`config.mk`:
```
export PLATFORM = sky130hd
export DESIGN_NAME = instr_fetch_unit
export DESIGN_NICKNAME = d
export VERILOG_FILES = /design/src/rtl/instr_fetch_unit.sv
export SDC_FILE = /design/constraint.sdc
export NUM_CORES = 1
export LEC_CHECK = 0
export CAP_MARGIN = 20
export CORE_MARGIN = 8
export CORE_UTILIZATION = 41
export CTS_CLUSTER_SIZE = 12
export DETAILED_ROUTE_END_ITERATION = 8
export PLACE_DENSITY_LB_ADDON = 0.15
export SLEW_MARGIN = 30
export SYNTH_ARGS = -nofsm -noshare
export SYNTH_HDL_FRONTEND = slang
export SYNTH_SLANG_ARGS = --single-unit
```
`constraint.sdc`:
```
create_clock -name clk -period 8.6 [get_ports clk]
set_input_delay 1.72 -clock clk [delete_from_list [all_inputs] [get_ports clk]]
set_output_delay 1.72 -clock clk [all_outputs]
set_load 0.005 [all_outputs]
```
`src/rtl/instr_fetch_unit.sv`:
```
// Instruction fetch unit: sequential imem requests, in-order prefetch queue, redirect flush.
// Optional build macro IFU_PERF_CNT_EN adds perf_delivered / perf_discarded counters.
module instr_fetch_unit #(
  parameter int          DEPTH    = 4,
  parameter logic [31:0] RESET_PC = 32'h0000_0000
) (
  input  logic        clk,
  input  logic        rst,
  output logic        imem_req_valid,
  input  logic        imem_req_ready,
  output logic [31:0] imem_req_addr,
  input  logic        imem_rsp_valid,
  input  logic [31:0] imem_rsp_data,
  input  logic        redirect_valid,
  input  logic [31:0] redirect_pc,
  output logic        instr_valid,
  input  logic        instr_ready,
  output logic [31:0] instr_data,
  output logic [31:0] instr_pc
`ifdef IFU_PERF_CNT_EN
  ,
  output logic [31:0] perf_delivered,
  output logic [31:0] perf_discarded
`endif
);

  localparam int PW = $clog2(DEPTH);
  localparam int CW = PW + 1;

  // Handshake rule on every port pair: a transfer happens on the rising edge
  // where valid and ready are both high; valid never depends on ready.
  logic [31:0]   r_fetch_pc;
  logic [31:0]   r_q_data [DEPTH];
  logic [31:0]   r_q_pc   [DEPTH];
  logic [PW-1:0] r_rd_ptr;
  logic [PW-1:0] r_wr_ptr;
  logic [CW-1:0] r_count;
  logic [31:0]   r_if_pc  [DEPTH];
  logic [PW-1:0] r_if_rd;
  logic [PW-1:0] r_if_wr;
  logic [CW-1:0] r_inflight;
  logic [CW-1:0] r_discard;

  logic [CW+1:0] w_credit_sum;
  logic          w_req_valid;
  logic          w_req_fire;
  logic          w_rsp_keep;
  logic          w_push;
  logic          w_instr_valid;
  logic          w_pop;

  // Every accepted request reserves a queue slot until its response lands or is dropped.
  assign w_credit_sum  = (CW+2)'(r_count) + (CW+2)'(r_inflight) + (CW+2)'(r_discard);
  assign w_req_valid   = !rst && !redirect_valid && (w_credit_sum < (CW+2)'(DEPTH));
  assign w_req_fire    = w_req_valid && imem_req_ready;
  assign w_rsp_keep    = imem_rsp_valid && (r_discard == '0);
  assign w_push        = w_rsp_keep && !redirect_valid;
  assign w_instr_valid = (r_count != '0);
  assign w_pop         = w_instr_valid && instr_ready;

  assign imem_req_valid = w_req_valid;
  assign imem_req_addr  = r_fetch_pc;
  assign instr_valid    = w_instr_valid;
  assign instr_data     = w_instr_valid ? r_q_data[r_rd_ptr] : 32'h0;
  assign instr_pc       = w_instr_valid ? r_q_pc[r_rd_ptr]   : 32'h0;

  always_ff @(posedge clk or posedge rst) begin
    if (rst) begin
      r_fetch_pc <= RESET_PC & 32'hFFFF_FFFC;
      r_rd_ptr   <= '0;
      r_wr_ptr   <= '0;
      r_count    <= '0;
      r_if_rd    <= '0;
      r_if_wr    <= '0;
      r_inflight <= '0;
      r_discard  <= '0;
    end else if (redirect_valid) begin
      // Any response arriving now is dropped, whether or not it was already marked.
      r_fetch_pc <= redirect_pc & 32'hFFFF_FFFC;
      r_rd_ptr   <= '0;
      r_wr_ptr   <= '0;
      r_count    <= '0;
      r_if_rd    <= '0;
      r_if_wr    <= '0;
      r_inflight <= '0;
      r_discard  <= r_discard + r_inflight - CW'(imem_rsp_valid);
    end else begin
      if (w_req_fire) begin
        r_if_wr    <= r_if_wr + PW'(1);
        r_fetch_pc <= r_fetch_pc + 32'd4;
      end
      if (imem_rsp_valid && (r_discard != '0)) begin
        r_discard <= r_discard - CW'(1);
      end
      if (w_push) begin
        r_wr_ptr <= r_wr_ptr + PW'(1);
        r_if_rd  <= r_if_rd + PW'(1);
      end
      if (w_pop) begin
        r_rd_ptr <= r_rd_ptr + PW'(1);
      end
      r_inflight <= r_inflight + CW'(w_req_fire) - CW'(w_push);
      r_count    <= r_count + CW'(w_push) - CW'(w_pop);
    end
  end

  always_ff @(posedge clk) begin
    if (w_req_fire) begin
      r_if_pc[r_if_wr] <= r_fetch_pc;
    end
    if (w_push) begin
      r_q_data[r_wr_ptr] <= imem_rsp_data;
      r_q_pc[r_wr_ptr]   <= r_if_pc[r_if_rd];
    end
  end

`ifdef IFU_PERF_CNT_EN
  logic [31:0] w_flushed;
  logic        w_rsp_drop;

  // The entry popped during a redirect is delivered, so it is not counted as flushed.
  assign w_flushed  = redirect_valid ? 32'(r_count - CW'(w_pop)) : 32'h0;
  assign w_rsp_drop = imem_rsp_valid && (redirect_valid || (r_discard != '0));

  always_ff @(posedge clk or posedge rst) begin
    if (rst) begin
      perf_delivered <= 32'h0;
      perf_discarded <= 32'h0;
    end else begin
      perf_delivered <= perf_delivered + 32'(w_pop);
      perf_discarded <= perf_discarded + w_flushed + 32'(w_rsp_drop);
    end
  end
`endif

  a_rsp_has_owner: assert property (@(posedge clk) disable iff (rst)
    imem_rsp_valid |-> ((r_inflight != '0) || (r_discard != '0)));

endmodule

```
; After elaboration in Yosys (flattened, before gate mapping)
; Memory sizes are Yosys's and may differ from the RTL's.
; Cells that the tools add are included.
[totals]
register_bits = 49
latch_bits = 0
ram_bits = 384
mem_bits_ro = 0
input_bits = 70
output_inout_bits = 98
wordCells = 62
n_memories = 3
[mem_list]
columns = memory, depth, word_bits, rd, rd_clocked_by_memory_dff, write_ports, line
row1 = r_if_pc, 4, 32, 1, 0, 1, 38  ; logic [31:0] r_if_pc [DEPTH];
row2 = r_q_data, 4, 32, 1, 0, 1, 33  ; logic [31:0] r_q_data [DEPTH];
row3 = r_q_pc, 4, 32, 1, 0, 1, 34  ; logic [31:0] r_q_pc [DEPTH];
[classes]
n_addsub = 14
n_mul = 0
div_mod_pow = 0
n_lt_le_gt_ge = 1
n_eq_ne = 0
shift = 0
muxes = 20
bitwise = 0
n_reduce_logical = 16
[op_table]
columns = operator, count
row1 = 32-bit 2-to-1 mux, 4
row2 = "32-bit by 3-bit adder with 32-bit output, second input constant", 1
row3 = 2-bit 2-to-1 mux, 8
row4 = 3-bit 2-to-1 mux, 4
row5 = 3-bit by 1-bit subtractor with 3-bit output, 3
row6 = "2-bit by 1-bit adder with 2-bit output, second input constant", 4
row7 = 2-bit nonzero test, 4
row8 = 1-bit logical AND, 7
row9 = 3-bit by 1-bit adder with 3-bit output, 2
row10 = 3-bit nonzero test, 2
row11 = 4-bit by 3-bit adder with 5-bit output, 1
row12 = "5-bit by 3-bit < comparator with 1-bit output, second input constant", 1
row13 = 3-bit by 3-bit adder with 4-bit output, 1
row14 = 1-bit 2-to-1 mux, 4
row15 = 3-bit adder, 1
row16 = 3-bit logical NOT, 1
row17 = "3-bit by 1-bit subtractor with 3-bit output, second input constant", 1
row18 = 1-bit logical NOT, 2

; Longest topological paths before layout
[depth]
ltp_word = 8
mapped_depth = 17
depth_no_buf = 16

; Worst setup path after synthesis
; Ideal clock, no wire load.
[synth_timing]
path_kind = input to output
startpoint = input rst
endpoint = output imem_req_valid
arrival_ns = 3.037
t_required_ns = 6.880
path_slack_ns = 3.843
stages = 2
n_path_buf = 0
cell_sequence = inv_1 -> and3_1
[synth_via]
elab_chain_len = 3
[synth_rtl]
columns = element, line
row1 = "start, declared", 8  ; input logic rst,
row2 = 1-bit logical NOT (no source line), -
row3 = 1-bit logical AND (2 in a row), 54  ; assign w_req_valid = !rst && !redirect_valid && (w_credit_sum < (CW+2)'(DEPTH));
row4 = "end, declared", 9  ; output logic imem_req_valid,
; No other way between the ends.

; Worst setup path in the final report
[layout_timing]
startpoint = register r_count[1]
endpoint = output imem_req_valid
[layout_via]
elab_chain_len = 4
[layout_rtl]
columns = element, line
row1 = "start, declared", 37  ; logic [CW-1:0] r_count;
row2 = "start signal, assigned", 103  ; r_count <= r_count + CW'(w_push) - CW'(w_pop);
row3 = 3-bit by 3-bit adder with 4-bit output, 53  ; assign w_credit_sum = (CW+2)'(r_count) + (CW+2)'(r_inflight) + (CW+2)'(r_discard);
row4 = 4-bit by 3-bit adder with 5-bit output, 53
row5 = 5-bit by 3-bit < comparator with 1-bit output, 54
row6 = 1-bit logical AND, 54
; No other way between the ends.

==> impl.org <==
** Status
- Status :: completed

** Pwr
- Power Density :: 286 nW/µm²
- Final Power :: 5.83 mW
- For this design the static power due to leakage is 6.64 nW.
- Of the total power, the share spent switching nets is 27.3%.
- Sequential share of power :: 44.3%
- Per report_power, the clock group accounts for 29.9% of the total.
- NetSw :: 1.59 mW
- Across the VDD grid, the largest voltage drop is 0.130 mV.
- P_int :: 4.24 mW
- Combinational fraction of design power :: 25.8%

** Synth
- Number of enable flip-flop cells after synthesis :: 368
- Dividing the synthesized area by the synthesized cell count gives 18.5 µm².
- Synth warnings :: 0
- For this run, the leading register cell type out of synthesis is sky130_fd_sc_hd__edfxtp_1.
- Synthesis produced 910 cells.
- Sequential area share after synthesis :: 72.6%
- After synthesis the netlist holds a flip-flop and latch count of 415.
- Post-synthesis instance area :: 16800 µm²
- Yosys mapped the design onto 53 distinct sky130hd cell types.
- Fraction of registers with async set/reset :: 11.3%

** Floorplan
- Area of the core :: 40700 µm²
- The floorplan step set the die height to 219 µm.
- Initial cell density of the core :: 41.4%
- Ports :: 168
- Die area :: 47800 µm²
- Core Rows :: 74
- Width of the die :: 219 µm

** Place
- Post-Place Cell Area :: 19100 µm²
- Pre-CTS WS :: 3.25 ns
- Routability Congestion :: 0.779
- Summed over all nets, the half-perimeter wirelength after detailed placement is 22100 µm.
- The count of buffers added on input and output ports is 161.

** Detailed routing
- ANT nets after route :: 0
- Mean routed wirelength per cell :: 22.2 µm
- DRT Pass-1 Iters :: 5
- Via count of the routed design :: 8750
- In this run, the number of DRC markers left after iteration 0 of detailed routing was 572.
- Routed vias/inst :: 5.30
- Final wirelength :: 36600 µm
- After detailed routing, the number of remaining DRC violations is 0.

** Clocking
- Clock tree synthesis found a total of 415 sinks.
- Post-CTS repair timing setup buffer count :: 0
- H-tree levels :: 2
- The number of hold buffers added after CTS was 0.
- Number of buffers added by the clock tree synthesis step :: 44
- Clock-pin slew was measured on the worst setup and hold paths at 0.06 ns.
- The clock passes through at most 3 buffers.
- In this run, post-CTS repair resized a total of 0 instances.
- CTS Root Buffer Type :: sky130_fd_sc_hd__clkbuf_16
- TritonCTS clock tree :: yes
- Insertion delay to the later sink of the worst-skew pair :: 0.54 ns

** STA
- The final count of pins violating max slew is 0.
- In this run the tightest slew margin relative to its limit is 41.0%.
- Derived from the worst setup path, the maximum achievable clock frequency is 186 MHz.
- Setup slack on the critical path of the routed design comes to 3.24 ns.
- The worst path uses 62.4% of the clock period.
- Clock skew on the completed layout was measured at 0.0190 ns.
- Hold slack :: 0.544 ns
- Endpoints failing setup :: 0
- The number of hold violations in the final report is 0.
- Final-layout setup total negative slack :: 0 ns
- Setup repair after global routing left no endpoint under its margin.
- Minimum period implied by the final worst setup slack :: 5.36 ns
- At the pin with the least slew margin, the transition time is 0.885 ns.

** Critical path
- Critical-path top delay cell :: sky130_fd_sc_hd__fa_1
- Cell with the most instances on the worst path :: sky130_fd_sc_hd__fa_1
- Slowest Stage Delay on Critical Path :: 0.53 ns
- Kind of launch point of the worst setup path :: flop
- Bufs and invs on worst path :: 2
- STA puts the critical path data arrival time at 3.64 ns.
- CP top delay family :: simple AND/OR/NAND/NOR gates
- Of all nets on the critical path, the largest fanout is 4.
- Category of the worst setup path capture point :: output pin
- Traced cell by cell, the critical path runs through inv_1 -> fa_1 -> nor2_1 -> fa_1 -> or3b_2 -> a21oi_1 -> and2_1 -> and3_1 -> clkdlybuf4s50_1.
- By startpoint and endpoint, the worst setup path is classified as reg -> out.
- Worst path required time :: 6.88 ns

** Cells and area
- Relative to the synthesized area, the layout overhead comes to 20.9%.
- Share of layout cells above drive strength 1 :: 16.1%
- Net count, final :: 1183
- 0 antenna diodes ended up in the layout.
- Post-route cell area :: 20400 µm²

** Global routing
- Number of antenna violations at the first check in global routing :: 0
- For this run, the total global-route usage over all layers was measured as 15.3%.
- The first global-routing pass estimated 56300 µm of wire.
- Summed over all layers, the global routing overflow is 0.
- Pin count of the biggest net entering global routing :: 65
- The via count of the first global-routing pass is 9184.

** Job
- Max-cap violations in this run came to 0.

** Min path
- In this run the worst hold path is classified as reg -> reg.
## stage by stage
stage | instances | util, %
finish | 1652 | 50.0
global placement | 1573 | 46.8
detailed placement | 1573 | 46.8
global route | 1652 | 50.0
floorplan | 913 | -
CTS | 1652 | 50.0
## layout by cell type (no fill, tap or decap), drive strengths merged, types with 20 or more instances in the layout
master           n
and2            68
mux4            92
clkbuf          65
edfxtp         368
nor2            21
inv             32
dfrtp           47
ha              20
nand2           37
clkdlybuf4s50  160
## power by group through the flow
stage | registers [mW] | logic [mW] | clock network [mW]
5_1_grt | 2.61 | 1.66 | 1.87
3_3_place_gp | 2.63 | 1.54 | 0
4_1_cts | 2.59 | 1.55 | 1.79
3_5_place_dp | 2.63 | 1.55 | 0
2_1_floorplan | 2.52 | 0.905 | 0
6_report | 2.59 | 1.50 | 1.75
## cell usage after synthesis (3+ instances only)
master	n	area, µm²
sky130_fd_sc_hd__a211o_1	4	35.0
sky130_fd_sc_hd__a21o_1	6	45.0
sky130_fd_sc_hd__a21oi_1	8	40.0
sky130_fd_sc_hd__a221o_1	11	110
sky130_fd_sc_hd__and2_1	68	425
sky130_fd_sc_hd__and3_1	7	43.8
sky130_fd_sc_hd__buf_1	14	52.6
sky130_fd_sc_hd__buf_2	5	25.0
sky130_fd_sc_hd__buf_4	4	30.0
sky130_fd_sc_hd__clkbuf_1	24	90.1
sky130_fd_sc_hd__dfrtp_1	47	1180
sky130_fd_sc_hd__edfxtp_1	368	11100
sky130_fd_sc_hd__fa_1	6	120
sky130_fd_sc_hd__ha_1	20	250
sky130_fd_sc_hd__inv_1	29	109
sky130_fd_sc_hd__mux2i_1	5	50.1
sky130_fd_sc_hd__mux4_2	92	2070
sky130_fd_sc_hd__nand2_1	37	139
sky130_fd_sc_hd__nand3_1	17	85.1
sky130_fd_sc_hd__nand4_1	11	68.8
sky130_fd_sc_hd__nor2_1	20	75.1
sky130_fd_sc_hd__nor2b_1	5	31.3
sky130_fd_sc_hd__nor3_1	12	60.1
sky130_fd_sc_hd__nor4_1	9	56.3
sky130_fd_sc_hd__o211ai_1	7	52.6
sky130_fd_sc_hd__o21ai_0	6	30.0
sky130_fd_sc_hd__o21ai_1	10	50.1
sky130_fd_sc_hd__o311ai_1	9	78.8
sky130_fd_sc_hd__o31ai_1	3	22.5
sky130_fd_sc_hd__or3_1	7	43.8
sky130_fd_sc_hd__or4_1	3	22.5
sky130_fd_sc_hd__xnor2_1	9	78.8
sky130_fd_sc_hd__xor2_1	3	26.3
## cell type report
class	count	area (µm²)
clock buffers	65	1220
clock inverters	14	100
fillers	3401	20400
inverters	30	113
multi-input cells	421	4330
flip-flops and latches	415	12200
well taps	532	666
repair buffers	175	1710
## flip-flops by register name (all words and copies together) (netlist names)
register and count:
imem_req_addr 30, r_count 3, r_discard 3, r_if_pc 120, r_if_rd 2, r_if_wr 2
r_inflight 3, r_q_data 128, r_q_pc 120, r_rd_ptr 2, r_wr_ptr 2
## per-layer routing
| layer | share of wire, % | wire [µm] | GRT usage [%] | vias to the layer above |
|---|---|---|---|---|
| met4 | 1.7 | 621 | 3.76 | 0 |
| li1 | - | - | - | 3969 |
| met1 | 46 | 16700 | 20.9 | 4529 |
| met2 | 48 | 17600 | 25.1 | 201 |
| met3 | 4.7 | 1720 | 2.88 | 51 |
| met5 | 0 | 0 | 0 | - |
## final timing paths
kind                            start                end  slack (ns)  depth (start not counted)
setup / recovery           r_count[1]     imem_req_valid        3.24                          9
hold / removal             r_if_wr[0]         r_if_wr[0]        0.54                          1
setup reg to reg           r_count[1]      r_inflight[2]        4.06                         16
hold reg to reg            r_if_wr[0]         r_if_wr[0]        0.54                          1
max in group asynchronous         rst        r_rd_ptr[0]        6.39                          3
min in group asynchronous         rst  imem_req_addr[18]        1.70                          3
## worst register-to-register path, delay by kind of cell (launching register included)
kind	cells	cell delay [ns]
xor+xnor	2	0.31
buf+inv	4	0.59
flops	1	0.39
compound gates	1	0.40
simple gates	4	1.08
fa+ha+maj	5	1.63
## kinds of logic (layout without fill, tap and decap cells)
logic type	count (synthesis)	in the layout	synth area share, %
AOI/OAI and AO/OA	73	73	3.27
xor gates and xnor gates	12	12	0.624
adders and majority gates	26	26	2.20
buffers and inverters	77	284	1.84
DFF	415	415	72.6
muxes	97	97	12.6
other	1	4	0.0223
and+or+nand+nor	209	209	6.89
Power figures use the tool's default switching activity.
